$ cat src/rtl/stream_checker_pkg.sv
// Shared types and default expected stream for stream_checker.
// STREAM_CHECKER_TIMEOUT_EN enables the idle-timeout feature in the top.
package stream_checker_pkg;

   typedef enum logic [1:0] {
      IDLE = 2'd0,
      RUN  = 2'd1,
      DONE = 2'd2
   } state_t;

   localparam int N_DEF = 42;

   localparam logic [8*N_DEF-1:0] EXP_DEF =
      336'h30789d5692f2fe23bb2c5d9e16406653b6cb217c952998ce17b7143788d949952680b4bce4c30a96c753;

   // Byte 0 is the most-significant byte of the vector.
   function automatic logic [7:0] exp_byte(
      input logic [8*N_DEF-1:0] vec,
      input int                 idx
   );
      return vec[8*(N_DEF-1-idx) +: 8];
   endfunction

endpackage

$ cat src/rtl/stream_exp_sel.sv
// Combinational expected-byte mux, indexed by the accepted-byte count.
// Kept as its own block so it can later become a ROM lookup.
module stream_exp_sel
   import stream_checker_pkg::*;
#(
   parameter int             N   = N_DEF,
   parameter logic [8*N-1:0] EXP = EXP_DEF,
   parameter int             CW  = $clog2(N+1)
) (
   input  logic [CW-1:0] idx,
   output logic [7:0]    exp_b
);

   always_comb begin
      exp_b = '0;
      for (int i = 0; i < N; i++) begin
         if (idx == CW'(i)) exp_b = EXP[8*(N-1-i) +: 8];
      end
   end

endmodule

$ cat config.mk
export PLATFORM = sky130hd
export DESIGN_NAME = stream_exp_sel
export DESIGN_NICKNAME = d
export VERILOG_FILES = /design/src/rtl/stream_checker_pkg.sv /design/src/rtl/stream_exp_sel.sv
export SDC_FILE = /design/constraint.sdc
export NUM_CORES = 1
export LEC_CHECK = 0
export CAP_MARGIN = 30
export CORE_MARGIN = 5
export CORE_UTILIZATION = 35
export DETAILED_ROUTE_END_ITERATION = 10
export PLACE_DENSITY = 0.54
export SLEW_MARGIN = 15
export SYNTH_ARGS = -nofsm -noshare
export SYNTH_HDL_FRONTEND = slang
export SYNTH_SLANG_ARGS = --single-unit
$ cat constraint.sdc
create_clock -name vclk -period 3.5
set_input_delay 0.7 -clock vclk [all_inputs]
set_output_delay 0.7 -clock vclk [all_outputs]
set_load 0.005 [all_outputs]
== Word level (Yosys, flattened, before mapping) ==
Cells that the tools add are included.

* Input port bits: 6
* Output and inout bits: 8
* Logic and storage cells: 84
* Flip-flop bits (word level): 0

* Equality and inequality tests: 41
* Reduce and logical (&&, ||, !) cells: 1
* Multiplexer cells: 42

{| class="wikitable"
|+ Operator list
! cell !! number
|-
| $mux W8 || 41
|-
| $eq A6 B5 Y1 const B || 16
|-
| $eq A6 B6 Y1 const B || 10
|-
| $eq A6 B4 Y1 const B || 8
|-
| $eq A6 B3 Y1 const B || 4
|-
| $eq A6 B2 Y1 const B || 2
|-
| $eq A6 B1 Y1 const B || 1
|-
| $logic_not A6 Y1 || 1
|-
| $mux W6 || 1
|}

== Logic depth before layout (Yosys ltp) ==
* Depth after elaboration: 43
* Mapped depth: 6
* Mapped depth without buffers: 4

== Least setup slack after synthesis ==
OpenSTA, ideal clock, no wires.

* Kind: input to output
* From: input idx[1]
* To: output exp_b[4]
* Setup slack: 1.284 ns
* Data arrival time: 1.516 ns
* Stages on the path: 5
* Cells stage by stage: buf_2 > buf_2 > mux2i_1 > o22ai_1 > a21o_1

* Word-level cells in the longest chain between the ends: 43
* Elaborated cells on any way between the ends: 84
* Those cells by class: 41 x eq/ne; 42 x mux; 1 x reduce/logical

{| class="wikitable"
|+ RTL lines
! item !! line !! source
|-
| from (decl) || stream_exp_sel.sv:10 || <nowiki>input logic [CW-1:0] idx,</nowiki>
|-
| $logic_not A6 Y1 || stream_exp_sel.sv:17 || <nowiki>if (idx == CW'(i)) exp_b = EXP[8*(N-1-i) +: 8];</nowiki>
|-
| $mux W6 || stream_exp_sel.sv:17 ||
|-
| $mux W8 (40 in a row) || stream_exp_sel.sv:17 ||
|-
| $mux W8 * || stream_exp_sel.sv:17 ||
|-
| to (decl) || stream_exp_sel.sv:11 || <nowiki>output logic [7:0] exp_b</nowiki>
|}

Mark *: on every way between the ends. The rest lies on a longest branch, timed or not.

== Worst setup path in the final report ==
* From: input idx[0]
* To: output exp_b[0]

* Word-level cells in the longest chain between the ends: 42
* Elaborated cells on any way between the ends: 82
* Those cells by class: 41 x eq/ne; 41 x mux

{| class="wikitable"
|+ RTL lines
! item !! line
|-
| $eq A6 B1 Y1 || stream_exp_sel.sv:17
|-
| $mux W8 (40 in a row) || stream_exp_sel.sv:17
|-
| $mux W8 * || stream_exp_sel.sv:17
|}

Marked as above.

==> results_dict.tcl <==
set metrics [dict create \
    crit_path_end_kind "output pin" \
    outcome "finished clean" \
    io_pins 14 \
    synth_cells 111 \
    path_max_fanout 11 \
    ys_top_cells_by_area "buf_6, a21oi_1, a2111oi_2" \
    drt_pre_antenna_iters 4 \
    worst-path-buf-inv 3 \
    setup_viol 0 \
    dpl.hpwl_microns 1670 \
    cpMostUsedCell "clkdlybuf4s50_1" \
    grt_use_met3 0 \
    nClkBuffers 0 \
    hold_depth 3 \
    post_cts_resized 0 \
    ctsHoldBuffers 0 \
    overflow 0 \
    timing.fmax_ghz 0.296 \
    power.leakage_nw 0.394 \
    fill_cells 221 \
    crit_family "buffers and inverters" \
    synth.net_count 117 \
    final_nets 133 \
    routedWlPerCell_microns 14.3 \
    routabilityCongestion 0.840 \
    vias 890 \
    drt_drc_violations_left 0 \
    design.seq.count 0 \
    syn_area_sq_um 763 \
    yosysWarnings 0 \
    post-route-period-util 0.964 \
    routed_wl_microns 2190 \
    die_area_sq_um 3210 \
    min_period_ns 3.37 \
    area_growth_pct 26.6 \
    grt_pass1_vias 839 \
    post_cts_buffers 0 \
    core_sq_um 2150 \
    critPathLaunchType "input port" \
    tightest_slew_ns 0.334 \
    die_h_microns 56.7 \
    hold_slack_ns 2.21 \
    drv_cap 0 \
    critPathSlowestCell "clkdlybuf4s50_1" \
    die_x_microns 56.7 \
    met2_usage 0.233 \
    antenna_found_initial 0 \
    synth_top_cell_by_area "buf_6" \
    maxSlewHeadroom 0.777 \
    postSynthAreaPerCell_sq_um 6.88 \
    final_cell_mix "clkdlybuf4s50_1, buf_4, nor2_1, a21oi_1, o22ai_1" \
    min_path_type "in2out" \
    rows 17 \
    seq_area_sq_um 0 \
    yosysUniqueCellTypes 47 \
    final_util 0.450 \
    hold_viol 0 \
    netlist.area_leader.share 0.0738 \
    powerDensity_nw_per_um2 139 \
    layout-drive-gt1-share 0.200 \
    path_cells "clkdlybuf4s50_1, buf_4, nor3b_2, a21oi_1, o221a_1, o22ai_1, clkdlybuf4s50_1" \
    hold_end "exp_b[6]" \
    drtIter0Drc 16 \
    drv_slew 0 \
    cp_slowest_stage_delay_ns 0.54 \
    ant_nets 0 \
    seq_area_frac_synth 0 \
    ir_drop_mv 0.0625 \
    start_util 0.355 \
    arrival_ns 2.67 \
    grt_use_met1 0.198 \
    p_total_w 0.000134 \
    n_antenna_cell 0 \
    grt_max_degree 31 \
    grt-busiest-layer "met2" \
    timing.critical_path.required_ns 2.80 \
    portBuffers 14 \
    fin_setup_tns_ns 0 \
    hold_start "idx[5]" \
    dpl.cell_count 153 \
    rsz0062_at_grt "no" \
    vias_per_cell 5.82 \
    grt_pass1_wl_microns 3790 \
    timing_worst_setup_path_type "in2out" \
    grt_usage 0.135 \
    stdcell_count 153 \
]
## worst max-delay path by stage
stage                    end  cells past startpoint  slack, ns  startpoint
finish              exp_b[0]                      7       0.13      idx[0]
global route        exp_b[7]                      7       0.02      idx[4]
CTS                 exp_b[7]                      6       0.08      idx[2]
detailed placement  exp_b[7]                      6       0.09      idx[2]
global placement    exp_b[5]                      7       0.06      idx[4]
floorplan           exp_b[4]                      5       1.28      idx[1]
## cell families after synthesis
logic type	after synthesis	share of synthesized area
muxes	3	0.0393
and+or+nand+nor	37	0.280
xor gates and xnor gates	1	0.0115
AOI/OAI and AO/OA	52	0.507
buffers and inverters	18	0.162
## per-stage QoR
stage | cell area [sq um] | worst slack (ns)
finish | 966 | 0.125
global route | 966 | 0.0185
CTS | 960 | 0.0846
detailed placement | 960 | 0.0913
global placement | 960 | 0.0634
floorplan | 763 | 1.28
## cells in the mapped netlist (all sizes together) (2+ instances only)
cell type	n
buf	14
nor2	12
a21oi	9
o22ai	7
nand2	6
o21ai	6
nor2b	5
a2111oi	4
inv	4
nand2b	4
a21o	3
a22oi	3
mux2i	3
a211o	2
nand3	2
nor3b	2
o211ai	2
o21a	2
o2bb2ai	2
## report_power, final
part / total [W] / switching [W] / internal [W]
clock: 0 / 0 / 0
sequential: 0 / 0 / 0
combinational: 0.000134 / 0.0000642 / 0.0000698
total: 0.000134 / 0.0000642 / 0.0000698
## final cells by class
type,count,area [sq um],share of cell area
multi-input cells,93,641,0.663
repair buffers,28,275,0.285
inverters,4,15.0,0.0155
well taps,28,35.0,0.0363
## per-layer routing
metal / routed length [microns] / vias to the layer above
met5: 0 / -
met4: 0 / 0
met3: 61 / 0
met2: 1050 / 19
met1: 1080 / 415
li1: - / 456
Note: power is estimated with default switching activity, not from simulation.
